File: src/rtl/alu_operand_stage.sv
// alu_operand_stage: decode->execute pipeline register in front of the 16-bit ALU.
// Captures a decoded op, resolves EX/WB operand forwarding at capture, applies the
// immediate mux, and holds up to two ops (main + skid) behind a valid/ready handshake.
// Outputs toward the ALU are driven from the main entry only.
//
// Ports:
//   clk, rst (async, active-high), flush (sync kill of held ops)
//   in_valid / in_ready                 decode-side handshake (in_ready registered)
//   in_rs1_addr, in_rs2_addr, in_rs1_data, in_rs2_data, in_imm, in_use_imm,
//   in_alu_control, in_rd_addr, in_reg_write      decoded op
//   ex_fwd_we/addr/data, wb_fwd_we/addr/data      forwarding sources (EX beats WB)
//   out_valid / out_ready               ALU-side handshake
//   alu_a, alu_b, alu_control, out_rd_addr, out_reg_write   op toward ALU
//
// Build option: define ALU_STAGE_PERF_EN to add parameter CNT_W and the
// perf_issued / perf_stall counter outputs.

module alu_operand_stage #(
    parameter int unsigned DATA_W = 16,
    parameter int unsigned REG_AW = 3
`ifdef ALU_STAGE_PERF_EN
    ,
    parameter int unsigned CNT_W  = 16
`endif
) (
    input  logic              clk,
    input  logic              rst,
    input  logic              flush,
    input  logic              in_valid,
    output logic              in_ready,
    input  logic [REG_AW-1:0] in_rs1_addr,
    input  logic [REG_AW-1:0] in_rs2_addr,
    input  logic [DATA_W-1:0] in_rs1_data,
    input  logic [DATA_W-1:0] in_rs2_data,
    input  logic [DATA_W-1:0] in_imm,
    input  logic              in_use_imm,
    input  logic [2:0]        in_alu_control,
    input  logic [REG_AW-1:0] in_rd_addr,
    input  logic              in_reg_write,
    input  logic              ex_fwd_we,
    input  logic [REG_AW-1:0] ex_fwd_addr,
    input  logic [DATA_W-1:0] ex_fwd_data,
    input  logic              wb_fwd_we,
    input  logic [REG_AW-1:0] wb_fwd_addr,
    input  logic [DATA_W-1:0] wb_fwd_data,
    output logic              out_valid,
    input  logic              out_ready,
    output logic [DATA_W-1:0] alu_a,
    output logic [DATA_W-1:0] alu_b,
    output logic [2:0]        alu_control,
    output logic [REG_AW-1:0] out_rd_addr,
    output logic              out_reg_write
`ifdef ALU_STAGE_PERF_EN
    ,
    output logic [CNT_W-1:0]  perf_issued,
    output logic [CNT_W-1:0]  perf_stall
`endif
);

    typedef enum logic [1:0] {
        ST_EMPTY = 2'd0,
        ST_ONE   = 2'd1,
        ST_TWO   = 2'd2
    } state_t;

    state_t state, state_next;

    logic              accept;
    logic              drain;
    logic              load_main_in;
    logic              load_main_skid;
    logic              load_skid;
    logic [DATA_W-1:0] src_a;
    logic [DATA_W-1:0] src_b;

    // Skid entry payload
    logic [DATA_W-1:0] skid_a;
    logic [DATA_W-1:0] skid_b;
    logic [2:0]        skid_control;
    logic [REG_AW-1:0] skid_rd_addr;
    logic              skid_reg_write;

    assign accept = in_valid & in_ready;
    assign drain  = out_valid & out_ready;

    // Operand resolution at capture: EX beats WB beats register file; imm overrides src2
    always_comb begin
        src_a = in_rs1_data;
        if (ex_fwd_we && (ex_fwd_addr == in_rs1_addr)) begin
            src_a = ex_fwd_data;
        end else if (wb_fwd_we && (wb_fwd_addr == in_rs1_addr)) begin
            src_a = wb_fwd_data;
        end

        src_b = in_rs2_data;
        if (ex_fwd_we && (ex_fwd_addr == in_rs2_addr)) begin
            src_b = ex_fwd_data;
        end else if (wb_fwd_we && (wb_fwd_addr == in_rs2_addr)) begin
            src_b = wb_fwd_data;
        end
        if (in_use_imm) begin
            src_b = in_imm;
        end
    end

    // Occupancy state register
    always_ff @(posedge clk or posedge rst) begin
        if (rst) begin
            state <= ST_EMPTY;
        end else begin
            state <= state_next;
        end
    end

    // Next occupancy and entry load controls
    always_comb begin
        state_next     = state;
        load_main_in   = 1'b0;
        load_main_skid = 1'b0;
        load_skid      = 1'b0;
        case (state)
            ST_EMPTY: begin
                if (accept) begin
                    state_next   = ST_ONE;
                    load_main_in = 1'b1;
                end
            end
            ST_ONE: begin
                if (accept && !drain) begin
                    state_next = ST_TWO;
                    load_skid  = 1'b1;
                end else if (accept && drain) begin
                    load_main_in = 1'b1;
                end else if (drain) begin
                    state_next = ST_EMPTY;
                end
            end
            ST_TWO: begin
                if (drain) begin
                    state_next     = ST_ONE;
                    load_main_skid = 1'b1;
                end
            end
            default: state_next = ST_EMPTY;
        endcase
        // Flush discards held ops and any op accepted this cycle
        if (flush) begin
            state_next     = ST_EMPTY;
            load_main_in   = 1'b0;
            load_main_skid = 1'b0;
            load_skid      = 1'b0;
        end
    end

    // Handshake flags registered from the next occupancy
    always_ff @(posedge clk or posedge rst) begin
        if (rst) begin
            out_valid <= 1'b0;
            in_ready  <= 1'b1;
        end else begin
            out_valid <= (state_next != ST_EMPTY);
            in_ready  <= (state_next != ST_TWO);
        end
    end

    // Main entry drives the ALU directly
    always_ff @(posedge clk or posedge rst) begin
        if (rst) begin
            alu_a         <= '0;
            alu_b         <= '0;
            alu_control   <= '0;
            out_rd_addr   <= '0;
            out_reg_write <= 1'b0;
        end else if (load_main_in) begin
            alu_a         <= src_a;
            alu_b         <= src_b;
            alu_control   <= in_alu_control;
            out_rd_addr   <= in_rd_addr;
            out_reg_write <= in_reg_write;
        end else if (load_main_skid) begin
            alu_a         <= skid_a;
            alu_b         <= skid_b;
            alu_control   <= skid_control;
            out_rd_addr   <= skid_rd_addr;
            out_reg_write <= skid_reg_write;
        end
    end

    // Skid entry holds the op accepted while the ALU is stalled
    always_ff @(posedge clk or posedge rst) begin
        if (rst) begin
            skid_a         <= '0;
            skid_b         <= '0;
            skid_control   <= '0;
            skid_rd_addr   <= '0;
            skid_reg_write <= 1'b0;
        end else if (load_skid) begin
            skid_a         <= src_a;
            skid_b         <= src_b;
            skid_control   <= in_alu_control;
            skid_rd_addr   <= in_rd_addr;
            skid_reg_write <= in_reg_write;
        end
    end

`ifdef ALU_STAGE_PERF_EN
    // Issue and stall counters; wrap naturally, untouched by flush
    always_ff @(posedge clk or posedge rst) begin
        if (rst) begin
            perf_issued <= '0;
            perf_stall  <= '0;
        end else begin
            if (drain) begin
                perf_issued <= perf_issued + CNT_W'(1);
            end
            if (out_valid && !out_ready) begin
                perf_stall <= perf_stall + CNT_W'(1);
            end
        end
    end
`endif

endmodule

File: config.mk
export PLATFORM = sky130hd
export DESIGN_NAME = alu_operand_stage
export DESIGN_NICKNAME = d
export VERILOG_FILES = /design/src/rtl/alu_operand_stage.sv
export SDC_FILE = /design/constraint.sdc
export NUM_CORES = 1
export LEC_CHECK = 0
export ABC_AREA = 0
export CORE_MARGIN = 10
export CORE_UTILIZATION = 47
export DETAILED_ROUTE_END_ITERATION = 16
export PLACE_DENSITY = 0.82
export SLEW_MARGIN = 20
export SYNTH_ARGS = -nofsm -noshare
export SYNTH_HDL_FRONTEND = slang
export SYNTH_SLANG_ARGS = --single-unit
export TNS_END_PERCENT = 30
File: constraint.sdc
create_clock -name clk -period 2.9 [get_ports clk]
set_input_delay 0.435 -clock clk [delete_from_list [all_inputs] [get_ports clk]]
set_output_delay 0.435 -clock clk [all_outputs]
set_load 0.01 [all_outputs]
==> flow_metrics.tcl, run 1 <==
set metrics [dict create \
    slew_viol_final 0 \
    finClkSkew_ps 9.41 \
    cts_root_buffer "clkbuf_8" \
    start_util_pct 48.4 \
    grt_pass1_vias 4524 \
    layout.nets 696 \
    synth_common_cells "dfrtp_1 (81), nand2_1 (55), mux2i_1 (53), nor2_1 (48), mux2_2 (27)" \
    synth_top_area_share_pct 45.1 \
    fmax_ghz 0.424 \
    p_sw_share_pct 31.8 \
    synth.net_count 554 \
    synth_most_common_cell "dfrtp_1" \
    crit_path_max_fanout 13 \
    synth_compound_area_share_pct 17.0 \
    p_comb_share_pct 35.0 \
    netlist_instances 447 \
    post_cts_resized 0 \
    dp_slack_ps 181 \
    power_density_mw_per_mm2 703 \
    syn-cell-area_mm2 0.00449 \
    dieArea_mm2 0.0139 \
    port_buffers 147 \
    synthFlopType "dfrtp_1" \
    fp.dieW_um 118 \
    finalSetupTns_ps 0 \
    grt_first_pass_wirelength_um 24900 \
    switchingPower_mw 1.42 \
    leakagePower_nw 2.80 \
    crit_path_end_kind "register" \
    place_congestion 0.863 \
    track_usage_pct 21.9 \
    highest_layer "met4" \
    clockBufferDepth 2 \
    area_delta_synth_final_pct 41.5 \
    yosys_warnings 0 \
    wl_met2_um 7360 \
    status "completed" \
    ir_drop_v 0.000404 \
    antenna_found_initial 1 \
    criticalPathCategory "primary input to register" \
    cts_hold_buf 0 \
    finalCritPeriodShare_pct 81.3 \
    core_area_mm2 0.00928 \
    drive_gt1_share_pct 11.3 \
    finalHoldViolations 0 \
    fp-row-count 35 \
    post-route-min-period_ps 2360 \
    ys_async_sr_fraction_pct 100 \
    cts_tree "yes" \
    drv_cap 0 \
    die_h_um 118 \
    pwr-share-clk_pct 22.6 \
    drc 0 \
    yosys.area_share.adder_pct 0 \
    synth-xor-area-share_pct 2.53 \
    routed_via_density 5.91 \
    cts_setup_buffers 0 \
    synth.area.top_cells "dfrtp_1 (45%), mux2i_1 (12%), mux2_2 (6.8%), nand2_1 (4.6%), nor2_1 (4.0%)" \
    grt_max_degree 83 \
    insertion_delay_ps 360 \
    synth.distinct_cells 36 \
    setup_ws_ps 542 \
    numCtsBuffers 9 \
    drt_iter0_drc 346 \
    detail-route-antenna-nets 0 \
    worstPathArrival_ps 2570 \
    vias 4280 \
    drt-total-wl_um 15500 \
    startpoint_type "primary input" \
    top_level_ports 148 \
    synth-edff-count 0 \
    finalSetupViolations 0 \
    ys_seq_area_share_pct 45.7 \
    hold_path_class "primary input to asynchronous set/reset pin" \
    synth_top_area_cell "dfrtp_1" \
    cts.htree.levels 3 \
    slew_headroom_pct 37.0 \
    avgSynthCellArea_um2 10.1 \
    fillers 723 \
    rsz0062_at_grt "false" \
    ys_seq_elements 82 \
    clk_pin_slew_worst_paths_ps 90 \
    pwr-share-seq_pct 42.4 \
    worst_pin_slew_ps 941 \
    intPower_mw 3.05 \
    wl_met1_um 6510 \
    wl_per_cell_um 21.4 \
    synthSimpleGateAreaFrac_pct 12.5 \
    dp_hpwl_um 11500 \
    muxShareOfSynthArea_pct 18.6 \
    grt-ovfl-total 0 \
    firstDrtPassIters 5 \
    synth_top_family_by_area "multiplexers" \
    required_ps 3110 \
    routed-wl-met3_um 1210 \
    clkSinkCount 82 \
]
[stage by stage]
| step | hold slack (ps) | std cells | area [um2] | total power, mW | util [%] |
|---|---|---|---|---|---|
| 6_report | 461 | 724 | 6360 | 4.47 | 68.5 |
| 4_1_cts | 484 | 723 | 6360 | 4.48 | 68.5 |
| 2_1_floorplan | 444 | 447 | 4490 | 2.62 | - |
| 3_3_place_gp | 458 | 707 | 6110 | 3.39 | 65.9 |
| 5_1_grt | 513 | 724 | 6360 | 4.71 | 68.5 |
| 3_5_place_dp | 462 | 707 | 6110 | 3.47 | 65.9 |
[path summary, 6_finish.rpt]
kind                                       startpoint                          to  slack (ps)  cells past startpoint
max in group asynchronous                         rst        alu_a[0]$_DFFE_PP0P_        2070                      3
min in group clk           out_rd_addr[0]$_DFFE_PP0P_  out_rd_addr[0]$_DFFE_PP0P_         480                      2
hold / removal                                    rst  skid_reg_write$_DFFE_PP0P_         460                      3
setup / recovery                       wb_fwd_addr[2]      skid_a[14]$_DFFE_PP0P_         540                      7
setup reg to reg                   in_ready$_DFF_PP1_        alu_b[7]$_DFFE_PP0P_         880                      5
hold reg to reg            out_rd_addr[0]$_DFFE_PP0P_  out_rd_addr[0]$_DFFE_PP0P_         480                      2
[placed cells by master (no fill, tap or decap), types with 2 or more instances in the layout]
cell type / n
clkdlybuf4s50_1: 147
dfrtp_1: 81
nand2_1: 55
mux2i_1: 53
nor2_1: 48
mux2_2: 27
a21oi_1: 17
o21ai_0: 16
buf_4: 16
a211o_1: 15
xnor2_1: 13
a221oi_1: 13
o22ai_1: 13
nand3_1: 13
o211ai_1: 13
clkbuf_8: 9
a22oi_1: 7
a22o_1: 4
a21o_1: 4
bufinv_16: 3
nand4_1: 2
nand4_2: 2
a31oi_1: 2
nand3b_1: 2
nand2b_1: 2
clkinv_4: 2
[state kept, by name, indices dropped and copies added (netlist names)]
register        count
state               2
out_rd_addr         3
skid_reg_write      1
skid_a             16
alu_b              16
skid_control        3
out_reg_write       1
skid_rd_addr        3
skid_b             16
alu_control         3
out_valid           1
in_ready            1
alu_a              16
[power groups by stage]
stage	Clock (mW)	Combinational, mW	Sequential, mW
after detailed placement	0	1.56	1.91
after floorplan	0	0.689	1.93
after CTS	1.01	1.57	1.89
final	1.01	1.56	1.89
after global placement	0	1.51	1.88
after global routing	1.07	1.70	1.94
[kinds of logic (layout without fill, tap and decap cells)]
| kind of cell | count (synthesis) | in the layout |
|---|---|---|
| xor gates and xnor gates | 13 | 13 |
| buffers and inverters | 35 | 182 |
| muxes | 80 | 80 |
| and+or+nand+nor | 129 | 129 |
| AOI/OAI and AO/OA | 108 | 108 |
| other | 0 | 1 |
| DFF | 82 | 82 |
[area by class of cell]
| class | count | area, um2 | share of cell area, % |
|---|---|---|---|
| repair buffers | 164 | 1610 | 25.3 |
| diodes | 1 | 2.50 | 0.0393 |
| multi-input cells | 330 | 2280 | 35.8 |
| flip-flops and latches | 82 | 2050 | 32.3 |
| inverters | 2 | 8.76 | 0.138 |
| clock buffers | 10 | 128 | 2.01 |
| well taps | 129 | 161 | 2.54 |
| clock inverters | 6 | 115 | 1.81 |
[critical path: stages]
cell	delay, ps
clkdlybuf4s50_1	460
xnor2_1	240
nand4_2	510
buf_4	370
mux2_2	270
mux2i_1	180
o21ai_0	110
[layer usage]
layer / global-route usage [%] / vias up
met5: 0 / -
met4: 8.96 / 0
met3: 5.32 / 38
met2: 35.2 / 228
met1: 27.4 / 2096
li1: - / 1918
Note: power is estimated with default switching activity, not from simulation.
==> run 2, diff against run 1 <==
clock period = 2.3 ns   (was 2.9 ns; I/O delays follow)
==> run 2 against run 1 <==
Worst hold slack got worse by 83 ps. Register-to-register slack got worse by 530 ps. Non-clock buffer count increased by 13. Wire length about the same. Sequential share of layout area decreased by 0.57 points. Largest cell class unchanged. Largest power group unchanged.
==> flow_metrics.tcl, run 2 (same netlist as run 1, synthesis figures left out) <==
set metrics [dict create \
    layout.nets 709 \
    fmax_ghz 0.497 \
    finalCritPeriodShare_pct 87.5 \
    slowest_delay_ps 720 \
    place_congestion 0.923 \
    worst_pin_slew_ps 933 \
    crit_path_max_fanout 12 \
    firstDrtPassIters 5 \
    power_density_mw_per_mm2 842 \
    numCtsBuffers 9 \
    cp.buffers_inverters 1 \
    fp-row-count 35 \
    slew_headroom_pct 37.6 \
    leakagePower_nw 2.86 \
    place_inst 720 \
    drv_cap 0 \
    slowest_stage "nor2_1" \
    post_dp_cell_area_mm2 0.00628 \
    finalSetupViolations 0 \
    fin_cells 736 \
    crit_path_end_kind "register" \
    finalHoldViolations 0 \
    ir_drop_v 0.000337 \
    top_level_ports 148 \
    clkSinkCount 82 \
    finalSetupTns_ps 0 \
    criticalPathCategory "primary input to register" \
    required_ps 2590 \
    design_area_mm2 0.00647 \
    worstPathArrival_ps 2310 \
    grt_max_degree 36 \
    cts.htree.levels 3 \
    hold_path_class "primary input to asynchronous set/reset pin" \
    cts_hold_buf 0 \
    vias 4257 \
    routed_via_density 5.78 \
    cts_root_buffer "clkbuf_8" \
    grt-ovfl-total 0 \
    post_cts_resized 0 \
    fillers 690 \
    clockBufferDepth 2 \
    insertion_delay_ps 360 \
    port_buffers 147 \
    grt_first_pass_wirelength_um 25000 \
    detail-route-antenna-nets 0 \
    drt_iter0_drc 336 \
    crit_chain "clkdlybuf4s50_1 > and4bb_2 > a21boi_4 > nor2_1 > a22o_1 > a21o_1" \
    n_antenna_cell 0 \
    post-route-min-period_ps 2010 \
    cp_top_family "simple AND/OR/NAND/NOR gates" \
    fp.dieW_um 118 \
    finish.utilization_pct 69.7 \
    die_h_um 118 \
    start_util_pct 48.4 \
    finClkSkew_ps 9.18 \
    drc 0 \
    cts_tree "yes" \
    rsz0062_at_grt "false" \
    dp_hpwl_um 12000 \
    whs_ps 379 \
    track_usage_pct 22.0 \
    grt_pass1_vias 4603 \
    status "completed" \
    core_area_mm2 0.00928 \
    final_cell_mix "clkdlybuf4s50_1 (147), dfrtp_1 (81), nand2_1 (55), mux2i_1 (53), nor2_1 (48)" \
    area_delta_synth_final_pct 44.0 \
    clk_pin_slew_worst_paths_ps 80 \
    slew_viol_final 0 \
    cts_setup_buffers 0 \
    drt-total-wl_um 15500 \
    antenna_found_initial 0 \
    dieArea_mm2 0.0139 \
    drive_gt1_share_pct 13.0 \
    mostFrequentLayoutCell "clkdlybuf4s50_1" \
    startpoint_type "primary input" \
    wl_per_cell_um 21.1 \
]
[run 2: cell count changes in the layout (fill, tap and decap cells not counted), sizes merged]
cell	previous run	this run
bufinv	3	1
diode	1	0
clkbuf	10	12
buf	17	30
clkinvlp	1	2
clkinv	3	2
[run 2: where the power goes]
part / total [mW] / switching [mW] / internal [mW]
clock network: 1.06 / 0.524 / 0.533
registers: 2.40 / 0.365 / 2.04
logic: 1.99 / 0.879 / 1.11
total: 5.45 / 1.77 / 3.68
[run 2: stage by stage]
stage | setup WS [ps] | total power, mW
2_1_floorplan | 565 | 3.31
3_3_place_gp | 13.0 | 4.30
3_5_place_dp | -25.9 | 4.42
4_1_cts | 324 | 5.47
5_1_grt | 158 | 5.78
6_report | 287 | 5.45
[run 2: final cells by class]
type	instances	area, um2	share of cell area, %
Multi-Input combinational cell	330	2280	35.2
Sequential cell	82	2050	31.7
Timing Repair Buffer	177	1770	27.4
Tap cell	129	161	2.49
Clock buffer	12	145	2.24
Clock inverter	4	51.3	0.792
Inverter	2	11.3	0.174
[run 2: worst paths after layout]
| kind | from | end | slack, ps | depth (start not counted) |
|---|---|---|---|---|
| max | flush | alu_a[0]$_DFFE_PP0P_ | 290 | 6 |
| min | rst | skid_a[4]$_DFFE_PP0P_ | 380 | 2 |
| max reg2reg | state[1]$_DFF_PP0_ | alu_a[0]$_DFFE_PP0P_ | 350 | 5 |
| min reg2reg | skid_a[8]$_DFFE_PP0P_ | skid_a[8]$_DFFE_PP0P_ | 480 | 2 |
| max in group asynchronous | rst | alu_a[9]$_DFFE_PP0P_ | 1390 | 3 |
| min in group clk | skid_a[8]$_DFFE_PP0P_ | skid_a[8]$_DFFE_PP0P_ | 480 | 2 |
[run 2: metal layers]
layer	part of all wire [%]	GRT usage (%)	up-vias
met3	8.4	5.71	28
met4	1.8	6.11	0
met5	0	0	-
li1	-	-	1934
met2	48	35.9	250
met1	42	27.9	2045
